### src/rtl/pid_channel_scheduler_if.sv
// Datapath-side bus of the PID channel scheduler: sensor read port,
// PID fire/result handshake and actuator write port.
interface pid_channel_scheduler_if #(
  parameter int CH_W = 3
);
  logic                   err_rd_en;
  logic        [CH_W-1:0] err_rd_addr;
  logic signed [15:0]     err_rd_data;
  logic                   pid_en;
  logic signed [15:0]     pid_err;
  logic signed [15:0]     pid_kp;
  logic signed [15:0]     pid_ki;
  logic signed [15:0]     pid_kd;
  logic                   pid_valid;
  logic signed [15:0]     pid_out;
  logic                   act_we;
  logic        [CH_W-1:0] act_addr;
  logic signed [15:0]     act_data;

  modport master (
    output err_rd_en, err_rd_addr,
    input  err_rd_data,
    output pid_en, pid_err,
    output pid_kp, pid_ki, pid_kd,
    input  pid_valid, pid_out,
    output act_we, act_addr, act_data
  );

  modport slave (
    input  err_rd_en, err_rd_addr,
    output err_rd_data,
    input  pid_en, pid_err,
    input  pid_kp, pid_ki, pid_kd,
    output pid_valid, pid_out,
    input  act_we, act_addr, act_data
  );
endinterface

### src/rtl/pid_channel_scheduler.sv
// Shares one PID datapath across NUM_CH actuator channels per frame.
// Ports: clk, rst_n (async low), frame_start, busy, frame_done,
// bus (master: sensor rd / PID / actuator wr), cfg_* gain bank write,
// clear_err, sticky timeout_err / overrun_err.
// Option PID_SCHED_CHMASK_EN adds ch_mask to skip channels.
module pid_channel_scheduler #(
  parameter int NUM_CH      = 8,
  parameter int CH_W        = 3,
  parameter int TIMEOUT_CYC = 64
) (
  input  logic                   clk,
  input  logic                   rst_n,
  input  logic                   frame_start,
  output logic                   busy,
  output logic                   frame_done,
  pid_channel_scheduler_if.master bus,
  input  logic                   cfg_we,
  input  logic        [CH_W-1:0] cfg_ch,
  input  logic        [1:0]      cfg_sel,
  input  logic signed [15:0]     cfg_wdata,
  input  logic                   clear_err,
  output logic                   timeout_err,
  output logic                   overrun_err
`ifdef PID_SCHED_CHMASK_EN
  ,
  input  logic [NUM_CH-1:0]      ch_mask
`endif
);

  localparam int CNT_W = (TIMEOUT_CYC > 2) ?
                         $clog2(TIMEOUT_CYC) : 1;
  localparam logic [CNT_W-1:0] CNT_LAST =
    CNT_W'(TIMEOUT_CYC - 1);
  localparam logic [CH_W-1:0] LAST_CH =
    CH_W'(NUM_CH - 1);
  localparam logic [CH_W:0] CH_LIM =
    (CH_W + 1)'(NUM_CH);

  typedef enum logic [2:0] {
    S_IDLE,
    S_RD_ERR,
    S_CAPTURE,
    S_ISSUE,
    S_WAIT_PID,
    S_WRITE,
    S_NEXT,
    S_DONE
  } state_e;

  state_e state_q, state_d;
  logic [CH_W-1:0]  ch_q, ch_d;
  logic [CNT_W-1:0] cnt_q, cnt_d;

  logic signed [15:0] kp_q [NUM_CH];
  logic signed [15:0] kp_d [NUM_CH];
  logic signed [15:0] ki_q [NUM_CH];
  logic signed [15:0] ki_d [NUM_CH];
  logic signed [15:0] kd_q [NUM_CH];
  logic signed [15:0] kd_d [NUM_CH];

  logic               rd_en_q, rd_en_d;
  logic [CH_W-1:0]    rd_addr_q, rd_addr_d;
  logic               pid_en_q, pid_en_d;
  logic signed [15:0] pid_err_q, pid_err_d;
  logic signed [15:0] pid_kp_q, pid_kp_d;
  logic signed [15:0] pid_ki_q, pid_ki_d;
  logic signed [15:0] pid_kd_q, pid_kd_d;
  logic               act_we_q, act_we_d;
  logic [CH_W-1:0]    act_addr_q, act_addr_d;
  logic signed [15:0] act_data_q, act_data_d;
  logic               busy_q, busy_d;
  logic               done_q, done_d;
  logic               tmo_q, tmo_d;
  logic               ovr_q, ovr_d;
  logic               tmo_set;
  logic               ovr_set;
  logic               cfg_ok;

  logic [CH_W-1:0] first_ch;
  logic            first_ok;
  logic [CH_W-1:0] nxt_ch;
  logic            nxt_ok;

`ifdef PID_SCHED_CHMASK_EN
  logic [NUM_CH-1:0] mask_q, mask_d;
`endif

  assign bus.err_rd_en   = rd_en_q;
  assign bus.err_rd_addr = rd_addr_q;
  assign bus.pid_en      = pid_en_q;
  assign bus.pid_err     = pid_err_q;
  assign bus.pid_kp      = pid_kp_q;
  assign bus.pid_ki      = pid_ki_q;
  assign bus.pid_kd      = pid_kd_q;
  assign bus.act_we      = act_we_q;
  assign bus.act_addr    = act_addr_q;
  assign bus.act_data    = act_data_q;
  assign busy            = busy_q;
  assign frame_done      = done_q;
  assign timeout_err     = tmo_q;
  assign overrun_err     = ovr_q;

  assign cfg_ok = cfg_we &&
                  ({1'b0, cfg_ch} < CH_LIM) &&
                  (cfg_sel != 2'd3);

  // Gain bank: flop outputs are read by CAPTURE, so a
  // same-cycle write only lands for the next frame.
  always_comb begin
    kp_d = kp_q;
    ki_d = ki_q;
    kd_d = kd_q;
    if (cfg_ok) begin
      case (cfg_sel)
        2'd0:    kp_d[cfg_ch] = cfg_wdata;
        2'd1:    ki_d[cfg_ch] = cfg_wdata;
        2'd2:    kd_d[cfg_ch] = cfg_wdata;
        default: ;
      endcase
    end
  end

  // First and next channel to visit; descending loops so the
  // lowest qualifying index wins.
  always_comb begin
    first_ch = '0;
    first_ok = 1'b0;
    nxt_ch   = '0;
    nxt_ok   = 1'b0;
`ifdef PID_SCHED_CHMASK_EN
    for (int i = NUM_CH - 1; i >= 0; i--) begin
      if (ch_mask[i]) begin
        first_ch = CH_W'(i);
        first_ok = 1'b1;
      end
      if (mask_q[i] && (i > int'(ch_q))) begin
        nxt_ch = CH_W'(i);
        nxt_ok = 1'b1;
      end
    end
`else
    first_ok = 1'b1;
    nxt_ch   = ch_q + 1'b1;
    nxt_ok   = (ch_q != LAST_CH);
`endif
  end

  always_comb begin
    state_d    = state_q;
    ch_d       = ch_q;
    cnt_d      = cnt_q;
    rd_en_d    = 1'b0;
    rd_addr_d  = rd_addr_q;
    pid_en_d   = 1'b0;
    pid_err_d  = pid_err_q;
    pid_kp_d   = pid_kp_q;
    pid_ki_d   = pid_ki_q;
    pid_kd_d   = pid_kd_q;
    act_we_d   = 1'b0;
    act_addr_d = act_addr_q;
    act_data_d = act_data_q;
    busy_d     = busy_q;
    done_d     = 1'b0;
    tmo_set    = 1'b0;
    ovr_set    = frame_start && (state_q != S_IDLE);
`ifdef PID_SCHED_CHMASK_EN
    mask_d     = mask_q;
`endif
    unique case (state_q)
      S_IDLE: begin
        if (frame_start) begin
          busy_d = 1'b1;
          ch_d   = first_ch;
`ifdef PID_SCHED_CHMASK_EN
          mask_d = ch_mask;
`endif
          if (first_ok) begin
            state_d   = S_RD_ERR;
            rd_en_d   = 1'b1;
            rd_addr_d = first_ch;
          end else begin
            // Empty mask: NEXT finds nothing and ends the frame.
            state_d = S_NEXT;
          end
        end
      end
      S_RD_ERR: state_d = S_CAPTURE;
      S_CAPTURE: begin
        pid_err_d = bus.err_rd_data;
        pid_kp_d  = kp_q[ch_q];
        pid_ki_d  = ki_q[ch_q];
        pid_kd_d  = kd_q[ch_q];
        pid_en_d  = 1'b1;
        state_d   = S_ISSUE;
      end
      S_ISSUE: begin
        cnt_d   = '0;
        state_d = S_WAIT_PID;
      end
      S_WAIT_PID: begin
        if (bus.pid_valid) begin
          act_data_d = bus.pid_out;
          act_addr_d = ch_q;
          act_we_d   = 1'b1;
          state_d    = S_WRITE;
        end else if (cnt_q == CNT_LAST) begin
          tmo_set = 1'b1;
          state_d = S_NEXT;
        end else begin
          cnt_d = cnt_q + 1'b1;
        end
      end
      S_WRITE: state_d = S_NEXT;
      S_NEXT: begin
        if (nxt_ok) begin
          ch_d      = nxt_ch;
          rd_en_d   = 1'b1;
          rd_addr_d = nxt_ch;
          state_d   = S_RD_ERR;
        end else begin
          done_d  = 1'b1;
          state_d = S_DONE;
        end
      end
      S_DONE: begin
        busy_d  = 1'b0;
        ch_d    = '0;
        state_d = S_IDLE;
      end
      default: state_d = S_IDLE;
    endcase
    // Set beats clear when both land in one cycle.
    tmo_d = (tmo_q & ~clear_err) | tmo_set;
    ovr_d = (ovr_q & ~clear_err) | ovr_set;
  end

  always_ff @(posedge clk or negedge rst_n) begin
    if (!rst_n) begin
      state_q    <= S_IDLE;
      ch_q       <= '0;
      cnt_q      <= '0;
      rd_en_q    <= 1'b0;
      rd_addr_q  <= '0;
      pid_en_q   <= 1'b0;
      pid_err_q  <= '0;
      pid_kp_q   <= '0;
      pid_ki_q   <= '0;
      pid_kd_q   <= '0;
      act_we_q   <= 1'b0;
      act_addr_q <= '0;
      act_data_q <= '0;
      busy_q     <= 1'b0;
      done_q     <= 1'b0;
      tmo_q      <= 1'b0;
      ovr_q      <= 1'b0;
      for (int i = 0; i < NUM_CH; i++) begin
        kp_q[i] <= '0;
        ki_q[i] <= '0;
        kd_q[i] <= '0;
      end
`ifdef PID_SCHED_CHMASK_EN
      mask_q     <= '0;
`endif
    end else begin
      state_q    <= state_d;
      ch_q       <= ch_d;
      cnt_q      <= cnt_d;
      rd_en_q    <= rd_en_d;
      rd_addr_q  <= rd_addr_d;
      pid_en_q   <= pid_en_d;
      pid_err_q  <= pid_err_d;
      pid_kp_q   <= pid_kp_d;
      pid_ki_q   <= pid_ki_d;
      pid_kd_q   <= pid_kd_d;
      act_we_q   <= act_we_d;
      act_addr_q <= act_addr_d;
      act_data_q <= act_data_d;
      busy_q     <= busy_d;
      done_q     <= done_d;
      tmo_q      <= tmo_d;
      ovr_q      <= ovr_d;
      kp_q       <= kp_d;
      ki_q       <= ki_d;
      kd_q       <= kd_d;
`ifdef PID_SCHED_CHMASK_EN
      mask_q     <= mask_d;
`endif
    end
  end

endmodule

### src/flat_wrapper.sv
// flat-port wrapper written by rule: the top's interface ports become plain ports
module pid_channel_scheduler_flat 
#(
  parameter int NUM_CH      = 8,
  parameter int CH_W        = 3,
  parameter int TIMEOUT_CYC = 64
)
  (clk, rst_n, frame_start, busy, frame_done, cfg_we, cfg_ch, cfg_sel, cfg_wdata, clear_err, timeout_err, overrun_err, bus_err_rd_en, bus_err_rd_addr, bus_err_rd_data, bus_pid_en, bus_pid_err, bus_pid_kp, bus_pid_ki, bus_pid_kd, bus_pid_valid, bus_pid_out, bus_act_we, bus_act_addr, bus_act_data);
  pid_channel_scheduler_if #(.CH_W(CH_W)) bus_i ();
  input  logic clk;
  input  logic rst_n;
  input  logic frame_start;
  output logic busy;
  output logic frame_done;
  input  logic cfg_we;
  input  logic        [CH_W-1:0] cfg_ch;
  input  logic        [1:0] cfg_sel;
  input  logic signed [15:0] cfg_wdata;
  input  logic clear_err;
  output logic timeout_err;
  output logic overrun_err;
  output wire logic [$bits(bus_i.err_rd_en)-1:0] bus_err_rd_en;
  output wire logic [$bits(bus_i.err_rd_addr)-1:0] bus_err_rd_addr;
  input wire logic [$bits(bus_i.err_rd_data)-1:0] bus_err_rd_data;
  output wire logic [$bits(bus_i.pid_en)-1:0] bus_pid_en;
  output wire logic [$bits(bus_i.pid_err)-1:0] bus_pid_err;
  output wire logic [$bits(bus_i.pid_kp)-1:0] bus_pid_kp;
  output wire logic [$bits(bus_i.pid_ki)-1:0] bus_pid_ki;
  output wire logic [$bits(bus_i.pid_kd)-1:0] bus_pid_kd;
  input wire logic [$bits(bus_i.pid_valid)-1:0] bus_pid_valid;
  input wire logic [$bits(bus_i.pid_out)-1:0] bus_pid_out;
  output wire logic [$bits(bus_i.act_we)-1:0] bus_act_we;
  output wire logic [$bits(bus_i.act_addr)-1:0] bus_act_addr;
  output wire logic [$bits(bus_i.act_data)-1:0] bus_act_data;
  assign bus_err_rd_en = bus_i.err_rd_en;
  assign bus_err_rd_addr = bus_i.err_rd_addr;
  assign bus_i.err_rd_data = bus_err_rd_data;
  assign bus_pid_en = bus_i.pid_en;
  assign bus_pid_err = bus_i.pid_err;
  assign bus_pid_kp = bus_i.pid_kp;
  assign bus_pid_ki = bus_i.pid_ki;
  assign bus_pid_kd = bus_i.pid_kd;
  assign bus_i.pid_valid = bus_pid_valid;
  assign bus_i.pid_out = bus_pid_out;
  assign bus_act_we = bus_i.act_we;
  assign bus_act_addr = bus_i.act_addr;
  assign bus_act_data = bus_i.act_data;
  pid_channel_scheduler #(.NUM_CH(NUM_CH), .CH_W(CH_W), .TIMEOUT_CYC(TIMEOUT_CYC)) u_core (.clk(clk), .rst_n(rst_n), .frame_start(frame_start), .busy(busy), .frame_done(frame_done), .bus(bus_i), .cfg_we(cfg_we), .cfg_ch(cfg_ch), .cfg_sel(cfg_sel), .cfg_wdata(cfg_wdata), .clear_err(clear_err), .timeout_err(timeout_err), .overrun_err(overrun_err));
endmodule
### config.mk
export PLATFORM = sky130hd
export DESIGN_NAME = pid_channel_scheduler_flat
export DESIGN_NICKNAME = d
export VERILOG_FILES = /design/src/rtl/pid_channel_scheduler_if.sv /design/src/rtl/pid_channel_scheduler.sv /design/src/flat_wrapper.sv
export SDC_FILE = /design/constraint.sdc
export NUM_CORES = 1
export LEC_CHECK = 0
export ABC_CLOCK_PERIOD_IN_PS = 2300
export CAP_MARGIN = 25
export CORE_ASPECT_RATIO = 1.4
export CORE_MARGIN = 1
export CORE_UTILIZATION = 60
export CTS_BUF_LIST = sky130_fd_sc_hd__clkbuf_2
export CTS_CLUSTER_SIZE = 24
export DETAILED_ROUTE_END_ITERATION = 16
export PLACE_DENSITY = 0.83
export SKIP_CTS_REPAIR_TIMING = 1
export SLEW_MARGIN = 15
export SYNTH_ARGS = -nofsm -noshare
export SYNTH_HDL_FRONTEND = slang
export SYNTH_SLANG_ARGS = --single-unit
export TNS_END_PERCENT = 30
### constraint.sdc
create_clock -name clk -period 2.3 [get_ports clk]
set_input_delay 0.575 -clock clk [delete_from_list [all_inputs] [get_ports clk]]
set_output_delay 0.575 -clock clk [all_outputs]
set_load 0.01 [all_outputs]
-- After elaboration in Yosys (flattened, before gate mapping)
Index checks and enable logic that the tools add are counted.
- register bits: 489
- input port bits: 59
- output and inout bits: 93
- logic and storage cells: 128
- $add $sub $neg: 2
- magnitude comparators: 3
- eq/ne operators: 17
- multiplexer cells: 39
- bitwise operators: 7
- reductions and logical operators: 19
- operators by type and width (cell ; number):
    128-bit bitwise mux ; 3
    16-bit binary-select mux with 3-bit select ; 3
    16-bit 2-to-1 mux ; 7
    16-bit demux with 3-bit select ; 1
    3-bit one-hot mux with 8 select lines ; 1
    3-bit 2-to-1 mux ; 6
    3-bit equality test (second input constant) ; 4
    6-bit 2-to-1 mux ; 2
    6-bit one-hot mux with 2 select lines ; 1
    2-bit AND reduction ; 6
    1-bit 2-to-1 mux ; 11
    3-bit one-hot mux with 3 select lines ; 1
    3-bit AND reduction ; 3
    4-bit >= comparator (second input constant) ; 2
    2-bit inequality test (second input constant) ; 4
    3-bit NOT with 4-bit output ; 2
    6-bit by 1-bit adder with 6-bit output (second input constant) ; 1
    3-bit by 2-bit equality test with 1-bit output (second input constant) ; 2
    6-bit equality test (second input constant) ; 1
    3-bit one-hot mux with 2 select lines ; 1
    2-bit nonzero test ; 3
    3-bit nonzero test ; 2
    4-bit by 1-bit less-than comparator with 1-bit output (second input constant) ; 1
    1-bit one-hot mux with 2 select lines ; 2
    other kinds (13) ; 17

-- Logic depth before layout (Yosys ltp)
- depth in word-level cells: 6
- gate-level depth with buffers: 8

-- Worst setup path before layout
Ideal clock, no wire load.
- path kind: input-to-reg
- from: input cfg_sel[1]
- to: register u_core.ki_q[10] (netlist name)
- setup time: 0.125 ns
- data arrival time: 1.875 ns
- setup slack: 0.300 ns
- stages: 6
- buffers on the path: 3
- cells stage by stage: buf_2 -> nand2b_1 -> clkbuf_1 -> nor2_2 -> buf_2 -> mux2_2
- cells in the longest elaborated chain, start to end: 3
- RTL lines (what ; RTL line ; text):
    from (decl) ; flat_wrapper.sv:17 ; input logic [1:0] cfg_sel;
    2-bit inequality test ; pid_channel_scheduler.sv:105 ; (cfg_sel != 2'd3);
    1-bit logical AND ; pid_channel_scheduler.sv:104 ; ({1'b0, cfg_ch} < CH_LIM) &&
    2-bit AND reduction (no line) * ; -- ;
    to (signal assigned) ; pid_channel_scheduler.sv:283 ; ki_q <= ki_d;
    to (decl) ; pid_channel_scheduler.sv:56 ; logic signed [15:0] ki_q [NUM_CH];
Every way passes the cells marked *; elsewhere a longest branch is shown, timed or not.
A chain may end at the register's enable or synchronous reset.

-- Worst setup path after layout
- from: register u_core.pid_ki_q[14] (netlist: u_core.bus.pid_ki[14])
- to: output bus_pid_ki[14]
- RTL lines (what ; RTL line ; text):
    from (decl) ; pid_channel_scheduler.sv:66 ; logic signed [15:0] pid_ki_q, pid_ki_d;
    from (signal assigned) ; pid_channel_scheduler.sv:273 ; pid_ki_q <= pid_ki_d;
    to (decl) ; flat_wrapper.sv:28 ; output wire logic [$bits(bus_i.pid_ki)-1:0] bus_pid_ki;
No word-level cell between the ends.

==> impl_metrics.yaml <==
die:
  io_pins: 152
  start_util_pct: 61.1
  die_h_um: 226
  die_x_um: 162
  rows: 81
  die_area_mm2: 0.0365
  core_area_mm2: 0.0351
synthesis:
  synthFlopType: "dfrtp_1"
  yosys_warnings: 0
  ys_seq_elements: 489
  synth_edf_count: 0
  syn-instance-count: 1607
  synth_area_mm2: 0.0214
  synth-async-reset-ratio_pct: 100
  synth_area_leader_cell: "dfrtp_1"
  yosysSeqAreaShare_pct: 57.1
  synth_cell_types: 42
  yosys-top-cells-count: "dfrtp_1, mux2_2, mux2i_1"
  avgSynthCellArea_um2: 13.3
  synth.most_common_cell: "dfrtp_1"
  synth_area_leaders: "dfrtp_1, mux2_2, mux2i_1, a22oi_1, nand2_1"
  syn-num-nets: 1669
  synth_top_area_share_pct: 57.1
global_route:
  grt_pass1_vias: 14900
  grt-ovfl-total: 0
  grt_util_all_layers_pct: 27.4
  grt_max_degree: 68
  grt_pass1_wl_um: 77300
  antenna_found_initial: 3
layout:
  drive_gt1_share_pct: 36.1
  final_area_mm2: 0.0252
  utilization_pct: 72.0
  nets: 1892
  num-fill-cells: 2394
  area_growth_pct: 17.8
sta:
  fmax_mhz: 445
  worst_pin_slew_ps: 784
  relSlewSlack_pct: 47.7
  period_minus_slack_ps: 2250
  holdWs_ps: 1.04
  finalHoldViolCount: 0
  slew_viol_final: 0
  setup_viol: 0
  fin_crit_sh_pct: 97.8
  final.setup_skew_ps: 88.5
drt:
  drc_errors: 0
  via_per_inst: 5.88
  routed_wl_um: 48200
  drt_iter0_markers: 758
  antenna_left: 0
  wl_per_cell_um: 20.4
  dr.pass1.iters: 5
  vias: 13900
power:
  peakVddDrop_uv: 704
  p_leak_nw: 12.8
  powerDensity_mw_per_mm2: 996
worst_setup_path:
  regToRegEndpoint: "u_core.bus.err_rd_addr[2]"
  cp_top_family: "flip-flops"
  path_cells: "dlymetal6s2s_1"
  cp_max_fo: 2
  crit_path_start_kind: "flop"
  critPathBufInv: 1
  r2r-start: "u_core.ch_q[0]"
  endpoint_kind: "output port"
  critical_path_class: "reg -> out"
  slowest_delay_ps: 390
  required_ps: 1730
  reg2regPathDepth: 6
  reg2reg_slack_ps: 440
  crit_slowest_cell: "dfrtp_1"
  arrival_ps: 1670
placement:
  place.gp.congestion: 0.788
  io_buffers: 151
  dpl.hpwl_um: 29100
  place_area_mm2: 0.0241
job:
  drv_cap: 0
clock_tree:
  cts_root_buffer: "clkbuf_2"
  clk_latency_ps: 1120
  path_clk_slew_ps: 120
  htree_levels: 3
  cts_max_path_buffers: 3
  cts.sinks: 489
  cts_buffers: 114
  cts_tree: "built"
min_path:
  hold_path.class: "in -> async"
run_status:
  outcome: "finished, final reports clean"
-- through the flow --
stage          setup TNS [ps]  setup WS, ps  total power, W  cells
2_1_floorplan               0           300          0.0169   1607
3_3_place_gp            -5360         -94.2          0.0200   2168
3_5_place_dp           -20420          -153          0.0204   2168
4_1_cts                -31000          -403          0.0256   2363
5_1_grt                 -2.67         -2.67          0.0267   2368
6_report                    0          51.0          0.0251   2368
-- layout by cell type (no fill, tap or decap), drive strengths merged, types with 4 or more instances in the layout --
| cell | n |
|---|---|
| dfrtp | 489 |
| buf | 80 |
| inv | 9 |
| mux2i | 192 |
| clkdlybuf4s50 | 57 |
| mux2 | 403 |
| a21o | 4 |
| nor3 | 9 |
| o21ai | 6 |
| nor2b | 7 |
| nand2b | 4 |
| nand3 | 54 |
| clkinv | 25 |
| a21oi | 4 |
| nand2 | 164 |
| a22oi | 96 |
| clkbuf | 170 |
| nor2 | 11 |
| a22o | 4 |
| dlymetal6s2s | 87 |
-- report_power, final --
part	switching [W]	leakage, nW	internal [W]	total [W]
combinational	0.00420	5.84	0.00402	0.00822
clock	0.00328	0.746	0.00191	0.00519
sequential	0.00109	6.25	0.0106	0.0117
-- worst max path at each step --
| stage | end | cells after the start | from |
|---|---|---|---|
| finish | bus_pid_ki[14] | 1 | u_core.bus.pid_ki[14] |
| global route | bus_pid_kp[7] | 1 | u_core.bus.pid_kp[7] |
| CTS | bus_pid_kd[6] | 1 | u_core.bus.pid_kd[6] |
| detailed placement | u_core.kd_q[91] | 6 | cfg_ch[0] |
| global placement | u_core.ki_q[89] | 6 | cfg_ch[0] |
| floorplan | u_core.ki_q[10] | 6 | cfg_sel[1] |
-- flip-flops by register name, summed over array words and instances, names as in the netlist, 6 cells and up --
name,flops
u_core.bus.pid_ki,16
u_core.kp_q,128
u_core.bus.pid_err,16
u_core.ki_q,128
u_core.bus.pid_kp,16
u_core.cnt_q,6
u_core.kd_q,128
u_core.bus.pid_kd,16
u_core.bus.act_data,16
-- area by class of cell --
type / instances / area [um2] / share of cell area [%]
flip-flops and latches: 489 / 12200 / 48.5
multi-input cells: 988 / 8680 / 34.4
repair buffers: 231 / 2770 / 11.0
clock buffers: 164 / 821 / 3.25
well taps: 456 / 571 / 2.26
clock inverters: 31 / 138 / 0.545
inverters: 6 / 22.5 / 0.0892
diodes: 3 / 7.51 / 0.0297
-- cell families after synthesis --
group,count (synthesis),synth area share [%]
xor gates and xnor gates,3,0.123
and+or+nand+nor,264,5.67
DFF,489,57.1
adders and majority gates,3,0.175
muxes,595,30.1
buffers and inverters,130,2.59
AOI/OAI and AO/OA,123,4.23
-- layer usage --
metal,track usage [%],up-vias,routed length (um)
li1,-,6246,-
met2,47.6,369,25000
met5,0,-,0
met1,33.6,7233,19600
met4,12.4,0,1250
met3,4.11,75,2290
Note: power is estimated with default switching activity, not from simulation.
